<file path="config.mk">
export PLATFORM = sky130hd
export DESIGN_NAME = rx_acq_gate
export DESIGN_NICKNAME = d
export VERILOG_FILES = /design/src/rtl/rx_acq_gate.sv
export SDC_FILE = /design/constraint.sdc
export NUM_CORES = 1
export LEC_CHECK = 0
export ABC_AREA = 1
export BUFFER_PORTS_ARGS = -buffer_cell sky130_fd_sc_hd__buf_2
export CAP_MARGIN = 20
export CORE_ASPECT_RATIO = 0.75
export CORE_MARGIN = 8
export CORE_UTILIZATION = 50
export DETAILED_ROUTE_END_ITERATION = 8
export GPL_TIMING_DRIVEN = 0
export PLACE_DENSITY = 0.75
export SLEW_MARGIN = 20
export SYNTH_ARGS = -nofsm -noshare
export SYNTH_HDL_FRONTEND = slang
export SYNTH_SLANG_ARGS = --single-unit
export TNS_END_PERCENT = 30
</file>
<file path="constraint.sdc">
create_clock -name clk -period 2 [get_ports clk]
set_clock_uncertainty 0.15 [all_clocks]
set_input_delay 0.1 -clock clk [delete_from_list [all_inputs] [get_ports clk]]
set_output_delay 0.1 -clock clk [all_outputs]
set_load 0.01 [all_outputs]
</file>
<file path="src/rtl/rx_acq_gate.sv">
// rx_acq_gate: trigger-driven acquisition gate; after a range delay, holds en for cfg_len samples while forwarding adc_in.
module rx_acq_gate #(
  parameter int DATA_W = 32,
  parameter int CNT_W  = 16
) (
  input  logic              clk,
  input  logic              rst,
  input  logic              arm,
  input  logic              trig,
  input  logic [CNT_W-1:0]  cfg_delay,
  input  logic [CNT_W-1:0]  cfg_len,
  input  logic              ovr_clr,
  input  logic [DATA_W-1:0] adc_in,
  output logic              en,
  output logic [DATA_W-1:0] dout,
  output logic              busy,
  output logic              done,
  output logic              overrun
);
  typedef enum logic [1:0] {IDLE, DELAY, CAPTURE, DONE} state_t;
  state_t           r_state;
  logic             r_trig_q;
  logic [CNT_W-1:0] r_cnt, r_d, r_l;
  logic             w_evt;
  assign w_evt = trig & ~r_trig_q;
  assign busy  = r_state != IDLE;
  // r_cnt starts at 1 and is compared for equality, so D and L up to all-ones never wrap
  always_ff @(posedge clk) begin
    if (rst) begin
      r_state  <= IDLE;
      r_trig_q <= 1'b0;
      r_cnt    <= '0;
      r_d      <= '0;
      r_l      <= '0;
      en       <= 1'b0;
      dout     <= '0;
      done     <= 1'b0;
      overrun  <= 1'b0;
    end else begin
      r_trig_q <= trig;
      done     <= 1'b0;
      overrun  <= (w_evt && busy) ? 1'b1 : ovr_clr ? 1'b0 : overrun;
      case (r_state)
        IDLE:
          if (w_evt && arm && cfg_len != '0) begin
            r_d   <= cfg_delay;
            r_l   <= cfg_len;
            r_cnt <= CNT_W'(1);
            if (cfg_delay == '0) begin
              r_state <= CAPTURE;
              en      <= 1'b1;
              dout    <= adc_in;
            end else begin
              r_state <= DELAY;
            end
          end
        DELAY:
          if (r_cnt == r_d) begin
            r_state <= CAPTURE;
            en      <= 1'b1;
            dout    <= adc_in;
            r_cnt   <= CNT_W'(1);
          end else begin
            r_cnt <= r_cnt + CNT_W'(1);
          end
        CAPTURE:
          if (r_cnt == r_l) begin
            r_state <= DONE;
            en      <= 1'b0;
            done    <= 1'b1;
          end else begin
            dout  <= adc_in;
            r_cnt <= r_cnt + CNT_W'(1);
          end
        DONE: r_state <= IDLE;
      endcase
    end
  end
endmodule

</file>
==> impl_metrics.yaml <==
setup_path:
  cp_slowest_cell: "dlygate4sd3_1"
  cp_data_required_time_ns: 2.09
  worst-path-buf-inv: 4
  path_common_cell: "nand2_4"
  destination_of_the_worst_register_to_register_timing_path: "dout[15]$_SDFFE_PP0P_"
  endpoint_kind: "flop"
  worstRegToRegCells: 14
  timing.critical_path.slowest_cell_delay_ns: 0.53
  reg2reg_setup_slack_ns: -0.05
  timing.critical_path.fanout_max: 8
  crit-reg2reg-launch: "r_cnt[12]$_SDFFE_PP0P_"
  path_class: "input pin to flop"
  cp_cell_sequence: "dlygate4sd3_1 > buf_2 > and3_1 > nand2_1 > a21oi_4 > nand2_4 > buf_12 > nor2_8 > buf_8 > nand2_4 > nand2_2 > nor2_1"
  crit_arrival_ns: 2.15
  start_kind: "input pin"
  path_delay_family: "buffers and inverters"
grt:
  overflow: 0
  grt.total_usage: 0.254
  grt_pass1_wl_mm: 25.7
  antenna_found_initial: 0
  number_of_global_route_vias_before_repair: 5332
  maximum_number_of_pins_on_one_net_before_global_route_repair: 17
cts:
  root_buffer: "clkbuf_16"
  cts_buffer_depth: 2
  worst_skew_pair.late_latency_ns: 0.34
  h-tree-depth: 3
  cts_tree: "yes"
  clock-sinks: 86
  path_clk_slew_ns: 0.06
  numCtsBuffers: 9
logic_synthesis:
  postSynthCellCount: 742
  synth-compound-area-share: 0.0941
  ys_top_cells_by_area: "dfxtp_1 (38%), nand2_1 (21%), nor2_1 (12%), inv_1 (7.6%), a21oi_1 (5.0%)"
  post_synthesis_share_of_cell_area_spent_on_and_or_nand_and_nor_gates: 0.382
  post_synth_mux_area_share: 0
  postSynthAreaPerCell_sq_um: 6.09
  synth.yosys.seq_area_share: 0.381
  synth.net_count: 816
  synth.top_cell.area_share: 0.381
  yosys_warn_count: 0
  synthDistinctLibCells: 21
  mappedNetlistArea_sq_mm: 0.00452
  ys_seq_elements: 86
  synth-adder-area-share: 0.0138
  yosys.area_share.xor_xnor: 0.00969
  largest_family_of_logic_cells_by_synthesized_area: "simple AND/OR/NAND/NOR gates"
  netlist.top_cell.by_area: "dfxtp_1"
detailed_routing:
  routed_wirelength_mm: 16.4
  drtPass1Iterations: 6
  vias_per_cell: 5.26
  wl_per_cell_um: 15.5
  via_total_after_detailed_routing: 5571
  drt_iter0_markers: 648
  number_of_design_rule_violations_left_after_detail_routing: 0
  drt.antenna.violating_nets: 0
sta:
  maxSlewHeadroom: 0.615
  grt_setup_unrepaired: "true"
  final.min_clock_period_ns: 2.07
  tightest_slew_ns: 0.577
  finalHoldViolations: 1
  timing_max_transition_violations_final: 0
  timing.fmax_mhz: 484
  min_period_over_period: 1.03
  postLayoutSetupSlackWorst_ns: -0.0664
  finalSetupViolCount: 30
  holdWs_ns: -0.0140
placement:
  cell_count_after_placement: 958
  portBuffers: 104
  finalWeightedCongestion: 0.935
  detailed_place_hpwl_mm: 10.3
floorplan:
  core_area_sq_mm: 0.00893
  cell_rows: 30
  i_o_pin_count: 105
  floorplan.die.width_um: 126
  starting_utilization_of_the_core_area: 0.506
  fp.dieH_um: 98.3
  fp.dieArea_sq_mm: 0.0124
pwr:
  leak_pwr_nw: 3.20
  power_dens_cells_mw_per_mm2: 855
  post-layout-total-power_mw: 5.65
  max-vdd-ir-drop_uv: 401
layout:
  antenna_cells_inserted: 0
  nNetsFinal: 1017
  post_route_cells_drive_above_1_share: 0.251
  area_growth_syn_to_layout_pct: 46.2
  layout.cells.non_filler: 1060
run_status:
  failed_checks: "negative hold slack, negative setup slack"
  status: "complete, but fails checks"
worst_hold_path:
  min_delay_worst_endpoint: "r_l[3]$_SDFFE_PP0P_"
  hold-path-cell-count: 3
  hold_path.class: "input pin to flop"
  min_from: "cfg_len[3]"
flow_run:
  drv_cap: 0
worst max path at each step:
stage	slack (ns)	to	start	cells after the start
final	-0.07	dout[21]$_SDFFE_PP0P_	trig	12
after global routing	-0.16	dout[29]$_SDFFE_PP0P_	trig	12
after CTS	-0.00004	dout[7]$_SDFFE_PP0P_	r_cnt[12]$_SDFFE_PP0P_	14
after detailed placement	-0.34	r_cnt[2]$_SDFFE_PP0P_	r_cnt[7]$_SDFFE_PP0P_	12
after global placement	-0.35	r_cnt[7]$_SDFFE_PP0P_	r_cnt[7]$_SDFFE_PP0P_	12
after floorplan	0.15	dout[10]$_SDFFE_PP0P_	r_cnt[0]$_SDFFE_PP0P_	15
cells in the final DEF (no fill, tap or decap), types with 17 or more instances in the layout:
cell type / count
nand2_1: 220
nor2_1: 129
buf_2: 104
inv_1: 88
dfxtp_1: 70
dlygate4sd3_1: 66
a21oi_1: 43
o21ai_0: 36
nand3_1: 26
nand2_2: 24
buf_4: 17
where the power goes:
group | total (mW) | internal [mW] | switching [mW]
clock | 1.75 | 0.987 | 0.766
sequential | 2.02 | 1.91 | 0.113
combinational | 1.88 | 0.776 | 1.11
total | 5.65 | 3.67 | 1.98
kinds of logic after synthesis:
| family | Yosys count |
|---|---|
| and+or+nand+nor | 434 |
| DFF | 86 |
| xor gates and xnor gates | 5 |
| buffers and inverters | 127 |
| adders and majority gates | 5 |
| AOI/OAI and AO/OA | 85 |
routing by layer:
metal | track usage | part of all wire | wire length [um]
met2 | 0.421 | 0.47 | 7760
met4 | 0.0820 | 0.027 | 438
met5 | 0 | 0 | 0
met3 | 0.0697 | 0.10 | 1690
met1 | 0.314 | 0.40 | 6530
worst reg2reg max path: stages, from the launching register on:
cell     delay, ns
dfxtp_4       0.40
inv_2         0.08
nand2_1       0.07
nand2_1       0.05
nor2_1        0.12
nand2_1       0.07
nor2_2        0.15
nand2_2       0.11
nand2_4       0.11
nand2_8       0.08
buf_12        0.14
nor2_4        0.15
buf_6         0.16
nor2_1        0.05
nor2_1        0.11
sequential cells by signal, summed over array words and instances, names as in the netlist, 2 cells and up:
name / count
r_d: 16
r_l: 16
dout: 32
r_cnt: 16
r_state: 2
Yosys cell counts, drive strengths merged:
master,count
a21oi,45
and3,1
buf,17
clkbuf,13
dfxtp,86
ha,5
inv,97
nand2,252
nand3,29
nand4,6
nor2,144
nor3,2
o21ai,40
xor2,5
layout make-up:
type	instances	area, sq um
Multi-Input combinational cell	530	2460
Clock inverter	7	78.8
Timing Repair Buffer	192	1380
Clock buffer	9	225
Buffer	27	190
Fill cell	684	2320
Sequential cell	86	1760
Tap cell	112	140
Inverter	97	372
through the flow:
| stage | cell area (sq um) | setup TNS, ns | setup slack [ns] | util | hold slack, ns |
|---|---|---|---|---|---|
| 3_3_place_gp | 5180 | -11.60 | -0.345 | 0.580 | 0.144 |
| 2_1_floorplan | 4520 | 0 | 0.154 | - | 0.0191 |
| 3_5_place_dp | 5180 | -12.63 | -0.339 | 0.580 | 0.148 |
| 5_1_grt | 6610 | -4.15 | -0.157 | 0.740 | 0.0177 |
| 4_1_cts | 6440 | -0.0000397 | -0.0000397 | 0.720 | 0.0189 |
| 6_report | 6610 | -1.19 | -0.0664 | 0.740 | -0.0140 |
what timing repair did:
action	CTS	global route
endpoints found under the setup margin	64	64
hold endpoints to repair	66	0
resized for setup	54	63
pin swaps	18	19
cloned	4	0
buffers inserted	15	4
hold buffers	66	0
No activity file was read; power rests on OpenSTA's default activity.
